### src/rtl/pipe_ctrl.sv
// Pipeline control unit: per-stage stall/bubble generation with deferred
// flush handling, saturating stall-origin counters and a front-end watchdog.
module pipe_ctrl #(
  parameter int NSTAGE     = 5,
  parameter int SW         = $clog2(NSTAGE),
  parameter int CNT_W      = 32,
  parameter int WDOG_W     = 16,
  parameter int WDOG_LIMIT = 1024
) (
  input  logic              clk,
  input  logic              rst,
  input  logic [NSTAGE-1:0] stall_req,
  input  logic              flush_req,
  input  logic [SW-1:0]     flush_src,
  input  logic [SW-1:0]     cnt_sel,
  input  logic              cnt_clr,
  input  logic              wdog_clr,
  output logic [NSTAGE-1:0] stall,
  output logic [NSTAGE-1:0] flush,
  output logic              flush_pend,
  output logic [CNT_W-1:0]  cnt_data,
  output logic              deadlock
);

  localparam logic [SW:0]       NSTAGE_EXT = (SW+1)'(NSTAGE);
  localparam logic [WDOG_W-1:0] WDOG_MAX   = WDOG_W'(WDOG_LIMIT);

  logic [NSTAGE-1:0] raw_stall;
  logic [SW-1:0]     orig_idx;
  logic              any_stall;

  logic              new_valid;
  logic              cand_valid;
  logic [SW-1:0]     cand_src;
  logic              fire;
  logic [NSTAGE-1:0] flush_mask;
  logic [NSTAGE-1:0] stall_int;

  logic              pend_valid;
  logic [SW-1:0]     pend_src;

  logic [CNT_W-1:0]  cnt_q [NSTAGE];
  logic [WDOG_W-1:0] wcnt;
  logic              deadlock_q;

  // Every stage at or below the oldest requester is held.
  always_comb begin
    logic acc;
    raw_stall = '0;
    acc       = 1'b0;
    for (int i = NSTAGE - 1; i >= 0; i--) begin
      acc          = acc | stall_req[i];
      raw_stall[i] = acc;
    end
  end

  always_comb begin
    orig_idx = '0;
    for (int i = 0; i < NSTAGE; i++) begin
      if (stall_req[i]) begin
        orig_idx = SW'(i);
      end
    end
  end

  assign any_stall = |stall_req;

  // The older of a new and a waiting redirect wins.
  always_comb begin
    new_valid  = flush_req && ({1'b0, flush_src} < NSTAGE_EXT);
    cand_valid = new_valid || pend_valid;
    cand_src   = pend_src;
    if (new_valid && pend_valid) begin
      cand_src = (flush_src > pend_src) ? flush_src : pend_src;
    end else if (new_valid) begin
      cand_src = flush_src;
    end
  end

  assign fire = cand_valid && !raw_stall[cand_src];

  always_comb begin
    flush_mask = '0;
    for (int i = 0; i < NSTAGE; i++) begin
      flush_mask[i] = fire && (SW'(i) < cand_src);
    end
  end

  assign stall_int = raw_stall & ~flush_mask;

  always_comb begin
    stall = '0;
    flush = '0;
    if (!rst) begin
      stall = stall_int;
      flush = flush_mask;
    end
  end

  // A blocked candidate waits here until its target stage stops stalling.
  always_ff @(posedge clk) begin
    if (rst) begin
      pend_valid <= 1'b0;
      pend_src   <= '0;
    end else if (cand_valid && !fire) begin
      pend_valid <= 1'b1;
      pend_src   <= cand_src;
    end else begin
      pend_valid <= 1'b0;
      pend_src   <= '0;
    end
  end

  assign flush_pend = pend_valid;

  always_ff @(posedge clk) begin
    for (int i = 0; i < NSTAGE; i++) begin
      if (rst || cnt_clr) begin
        cnt_q[i] <= '0;
      end else if (any_stall && (orig_idx == SW'(i)) && (cnt_q[i] != '1)) begin
        cnt_q[i] <= cnt_q[i] + CNT_W'(1);
      end
    end
  end

  always_comb begin
    cnt_data = '0;
    if (!rst && ({1'b0, cnt_sel} < NSTAGE_EXT)) begin
      cnt_data = cnt_q[cnt_sel];
    end
  end

  // Watchdog tracks consecutive cycles with the fetch stage held.
  always_ff @(posedge clk) begin
    if (rst || wdog_clr) begin
      wcnt       <= '0;
      deadlock_q <= 1'b0;
    end else if (stall_int[0]) begin
      if (wcnt != WDOG_MAX) begin
        wcnt <= wcnt + WDOG_W'(1);
        if (wcnt == WDOG_MAX - WDOG_W'(1)) begin
          deadlock_q <= 1'b1;
        end
      end
    end else begin
      wcnt <= '0;
    end
  end

  assign deadlock = deadlock_q;

endmodule
### config.mk
export PLATFORM = sky130hd
export DESIGN_NAME = pipe_ctrl
export DESIGN_NICKNAME = d
export VERILOG_FILES = /design/src/rtl/pipe_ctrl.sv
export SDC_FILE = /design/constraint.sdc
export NUM_CORES = 1
export LEC_CHECK = 0
export CORE_MARGIN = 2
export CORE_UTILIZATION = 55
export DETAILED_ROUTE_END_ITERATION = 10
export PLACE_DENSITY = 0.71
export SLEW_MARGIN = 20
export SYNTH_ARGS = -nofsm -noshare
export SYNTH_HDL_FRONTEND = slang
export SYNTH_SLANG_ARGS = --single-unit
### constraint.sdc
create_clock -name clk -period 13.42 [get_ports clk]
set_clock_uncertainty 0.1 [all_clocks]
set_input_delay 3.355 -clock clk [delete_from_list [all_inputs] [get_ports clk]]
set_output_delay 3.355 -clock clk [all_outputs]
set_load 0.02 [all_outputs]
---- After elaboration in Yosys (flattened, before gate mapping) ----
Memories as Yosys holds them, arrays and structs flattened.
Index checks and enable logic that the tools add are counted.
word-level totals
  register bits after elaboration ......... 21
  output and inout port bits .............. 44
  RAM bits ................................ 160
  memories kept ........................... 1
  word-level logic and storage cells ...... 110
memory list
  name   depth  width  rd ports  clocked after memory_dff  wr ports  line  RTL
  cnt_q  5      32     6         0                         5         42    logic [CNT_W-1:0] cnt_q [NSTAGE];
operators by class
  bitwise operators ....................... 13
  muxes and demuxes ....................... 35
  add/subtract/negate cells ............... 6
  $lt $le $gt $ge ......................... 9
  reductions and logical operators ........ 31
  equal/unequal tests ..................... 11
operators by type and width
  kind                     count
  $mux W32                 6
  $add A32 B1 Y32 const B  5
  $ne A32 B32 Y1 const B   5
  $logic_and A1 B1 Y1      20
  $mux W1                  20
  $mux W3                  6
  $add A16 B1 Y16 const B  1
  $eq A16 B10 Y1 const B   1
  $ne A16 B11 Y1 const B   1
  $mux W5                  2
  $or A1 B1 Y1             9
  $eq A3 B2 Y1 const B     2
  $lt A1 B3 Y1 const A     2
  $lt A2 B3 Y1 const A     2
  $lt A3 B3 Y1 const B     2
  $and A5 B5 Y5            1
  $not A5 Y5               1
  $reduce_or A5 Y1         1
  $lt A3 B4 Y1 const B     1
  $reduce_or A2 Y1         2
  $bmux W1 S3              1
  $eq A3 B1 Y1 const B     1
  $eq A3 B3 Y1 const B     1
  $gt A3 B3 Y1             1
  other kinds (6)          11

---- Depth between registers and ports, before layout ----
  word-level depth ........................ 13
  gate-level depth with buffers ........... 10
  gate-level depth less buffers ........... 8

---- Worst setup path before layout ----
Ideal clock, no wire load.
  kind .................................... input-to-output
  from .................................... input port flush_src[0]
  to ...................................... output port flush[4]
  required time ........................... 9.965 ns
  arrival time ............................ 5.730 ns
  path slack .............................. 4.235 ns
  cell stages on the path ................. 9
  buffers on the path ..................... 1
  path through ............................ inv_1 > ha_1 > and4_1 > clkbuf_1 > mux2_2 > a32o_1 > a31o_4 > a21oi_1 > nor4b_2
on the way
  cells in the longest elaborated chain, start to end .. 10
ends and longest elaborated chain
  item                                            line    RTL
  from (decl)                                     14      input logic [SW-1:0] flush_src,
  $lt A3 B3 Y1                                    70      new_valid = flush_req && ({1'b0, flush_src} < NSTAGE_EXT);
  $logic_and A1 B1 Y1                             70
  $mux W3 or $logic_and A1 B1 Y1 (tied branches)  75, 73
  $mux W3                                         73      if (new_valid && pend_valid) begin
  $bmux W1 S3                                     80      assign fire = cand_valid && !raw_stall[cand_src];
  $mux W1 (implied by the code)                   80
  $logic_not A1 Y1                                80
  $logic_and A1 B1 Y1                             80
  $logic_and A1 B1 Y1 (*)                         85      flush_mask[i] = fire && (SW'(i) < cand_src);
  $mux W5 (*)                                     94      if (!rst) begin
  to (decl)                                       19      output logic [NSTAGE-1:0] flush,
Every way passes the cells marked *; elsewhere a longest branch is shown, timed or not. The select of a mux whose other input is x is not followed.

---- Final worst setup path ----
  from .................................... input port flush_src[0]
  to ...................................... output port stall[0]
on the way
  cells in the longest elaborated chain, start to end .. 12
ends and longest elaborated chain
  item                                            line    RTL
  $lt A3 B3 Y1                                    70
  $logic_and A1 B1 Y1                             70
  $mux W3 or $logic_and A1 B1 Y1 (tied branches)  75, 73
  $mux W3                                         73
  $bmux W1 S3                                     80
  $mux W1 (implied by the code)                   80
  $logic_not A1 Y1                                80
  $logic_and A1 B1 Y1                             80
  $logic_and A1 B1 Y1 (*)                         85
  $not A5 Y5 (*)                                  89      assign stall_int = raw_stall & ~flush_mask;
  $and A5 B5 Y5 (*)                               89
  $mux W5 (*)                                     94
  to (decl)                                       18      output logic [NSTAGE-1:0] stall,
Marks and branches as above.

==> reports/metrics.cfg <==
[status]
outcome = finished clean

[finish]
diodes = 0
utilization_pct = 62.6
layout.nets = 1164
n_fill_cell = 1680
stdcell_count = 1420
design_area_um2 = 12500
syn2layout_area_growth_pct = 12.5
drive_gt1_share_pct = 7.91

[routing]
wl_per_cell_um = 17.9
remaining_drc_errors = 0
avgViaCountPerCell = 5.97
firstDrtPassIters = 6
vias = 8483
drt_iter0_markers = 792
ant_nets = 0
postRouteWirelength_mm = 25.4

[power]
leakage_nw = 4.15
p_sw_w = 0.000325
p_int_w = 0.000966
p_seq_share_pct = 52.0
p_per_area_nw_per_um2 = 103
ir_drop_mv = 0.0791
fin_total_pwr_w = 0.00129
pwr-share-clk_pct = 38.7
switching_share_pct = 25.2
power_frac_comb_pct = 9.3

[sta]
layout_min_cycle_time_ps = 10510
setup_viol = 0
rsz0062_at_grt = no
slew-limit-headroom_pct = 31.8
min_period_over_period_pct = 78.3
clock.fmax_mhz = 95.2
tns_ps = 0
finalHoldViolCount = 0
slew_violations = 0
worst_slew_pin_slew_ps = 1020

[worst_setup_path]
crit_chain = clkdlybuf4s50_1 -> inv_1 -> ha_1 -> and4_1 -> mux2_2 -> a32o_1 -> a31o_4 -> a221oi_4 -> nor2_1 -> clkdlybuf4s50_1
critical_path.max_stage_delay_ps = 730
critPathMaxFanout = 18
ff2ff_setup_slack_ps = 10100
start_kind = primary input
cpMaxStageDelayCell = a221oi_4
cpMostUsedCell = clkdlybuf4s50_1
cp_top_family = buffers and inverters
path_buf_inv = 3
crit_required_ps = 9970
reg2regPathDepth = 8
end_kind = output pin
cp.arrival_ps = 7050
crit_type = in -> out
crit_cells = 10

[floorplan]
dieArea_um2 = 21400
die_x_um = 146
die_y_um = 146
core_um2 = 20000
io_pins = 60
row_count = 52
start_util_pct = 55.6

[global_routing]
grt_pass1_vias = 7820
grtUsageTotal_pct = 24.0
grt_max_degree = 34
antenna_found_initial = 0
gr-total-overflow = 0
grt_first_pass_wirelength_mm = 40.6

[logic_synthesis]
synth-xor-area-share_pct = 12.7
synthCells = 1094
syn_area_um2 = 11100
synth_edf_count = 160
synth.area.mux_share_pct = 9.71
synth_top_family_by_area = simple AND/OR/NAND/NOR gates
yosys_warnings = 0
syn_nets = 1120
synth-compound-area-share_pct = 2.70
ys_async_sr_fraction_pct = 0
ys.flop_type = edfxtp_1
synthAdderAreaFrac_pct = 1.12
seq_area_frac_synth_pct = 46.9
postSynthAreaPerCell_um2 = 10.2
ys_ff_latch = 181
synthDistinctLibCells = 54
synth-simple-area-share_pct = 24.1

[hold_path]
hp-class = reg -> reg
holdPathStages = 2

[clock_network]
cts_buffers = 17
post_cts_buffers = 0
cts.clk_slew.worst_paths_ps = 70
root_buffer = clkbuf_16
clk_latency_ps = 430
cts_tree = done
htreeDepth = 4
ctsHoldBuffers = 0
cts_max_path_buffers = 2
ctsResizeCount = 0
numClockSinks = 181

[flow_run]
max-cap-violations = 0

[placement]
dp_hpwl_mm = 18.1
dpl-instance-area_um2 = 12000
dp.cells = 1389
gp_congestion = 0.866
port_buffers = 59

## Yosys cell counts (8+ instances only)
cell type / instances / share of area (%)
mux2i_1: 35 / 3.1
nor3_1: 37 / 1.7
nor2_1: 245 / 8.3
mux4_2: 32 / 6.5
inv_1: 30 / 1.0
nand4_1: 45 / 2.5
nand3_1: 59 / 2.7
dfxtp_1: 21 / 3.8
xor2_1: 87 / 6.8
clkbuf_1: 27 / 0.91
and2_1: 8 / 0.45
ha_1: 10 / 1.1
nand2_1: 74 / 2.5
xnor2_1: 74 / 5.8
edfxtp_1: 160 / 43
nor4_1: 8 / 0.45
o21ai_0: 11 / 0.49
and3_1: 31 / 1.7
and4_1: 19 / 1.5
## through the flow
step,setup WS [ps],hold WS (ps)
floorplan,4240,414
finish,2910,361
CTS,2960,360
global placement,3030,338
detailed placement,2970,347
global route,2750,382
## cell type report
type / instances / area, um^2 / area share [%]
Sequential cell: 181 / 5230 / 41.7
Multi-Input combinational cell: 839 / 5630 / 44.9
Clock inverter: 13 / 146 / 1.17
Tap cell: 270 / 338 / 2.69
Inverter: 30 / 113 / 0.898
Timing Repair Buffer: 69 / 656 / 5.23
Clock buffer: 18 / 429 / 3.42
## cells by family after synthesis
group / after synthesis
and+or+nand+nor: 560
muxes: 68
adders and majority gates: 10
buffers and inverters: 74
AOI/OAI and AO/OA: 40
xor gates and xnor gates: 161
DFF: 181
## tightest hold or removal path, cell delays in order (launching register included)
cell and delay (ps):
dfxtp_1 310, nand2_1 50, o31ai_1 50
## layout by cell type (no fill, tap or decap), types with 30 or more instances in the layout
cell,netlist,layout
edfxtp_1,160,160
nor2_1,245,245
nor3_1,37,37
nand3_1,59,59
mux2i_1,35,35
and3_1,31,31
inv_1,30,30
nand4_1,45,45
xnor2_1,74,74
xor2_1,87,87
clkdlybuf4s50_1,0,57
mux4_2,32,32
nand2_1,74,73
## power by group through the flow
stage,Sequential (W),Clock (W),Combinational (W)
after floorplan,0.000671,0,0.0000844
after global placement,0.000681,0,0.000118
after detailed placement,0.000682,0,0.000119
after CTS,0.000670,0.000505,0.000120
after global routing,0.000675,0.000528,0.000130
final,0.000671,0.000500,0.000120
## sequential cells by signal, summed over array words and instances, names as in the netlist
signal	cells
cnt_q	160
deadlock	1
flush_pend	1
pend_src	3
wcnt	16
## layer usage
layer / vias to the layer above / GRT usage, % / routed length, um
li1: 4010 / - / -
met1: 4092 / 36.2 / 11500
met2: 344 / 35.2 / 11300
met3: 37 / 5.16 / 2120
met4: 0 / 6.65 / 420
met5: - / 0 / 0
## path summary, 6_finish.rpt
kind,end,from
setup / recovery,stall[0],flush_src[0]
hold / removal,deadlock$_SDFFE_PP0P_,deadlock$_SDFFE_PP0P_
setup reg to reg,cnt_q[4][15]$_SDFFCE_PN0P_,cnt_q[4][0]$_SDFFCE_PN0P_
hold reg to reg,deadlock$_SDFFE_PP0P_,deadlock$_SDFFE_PP0P_
Power figures use the tool's default switching activity.
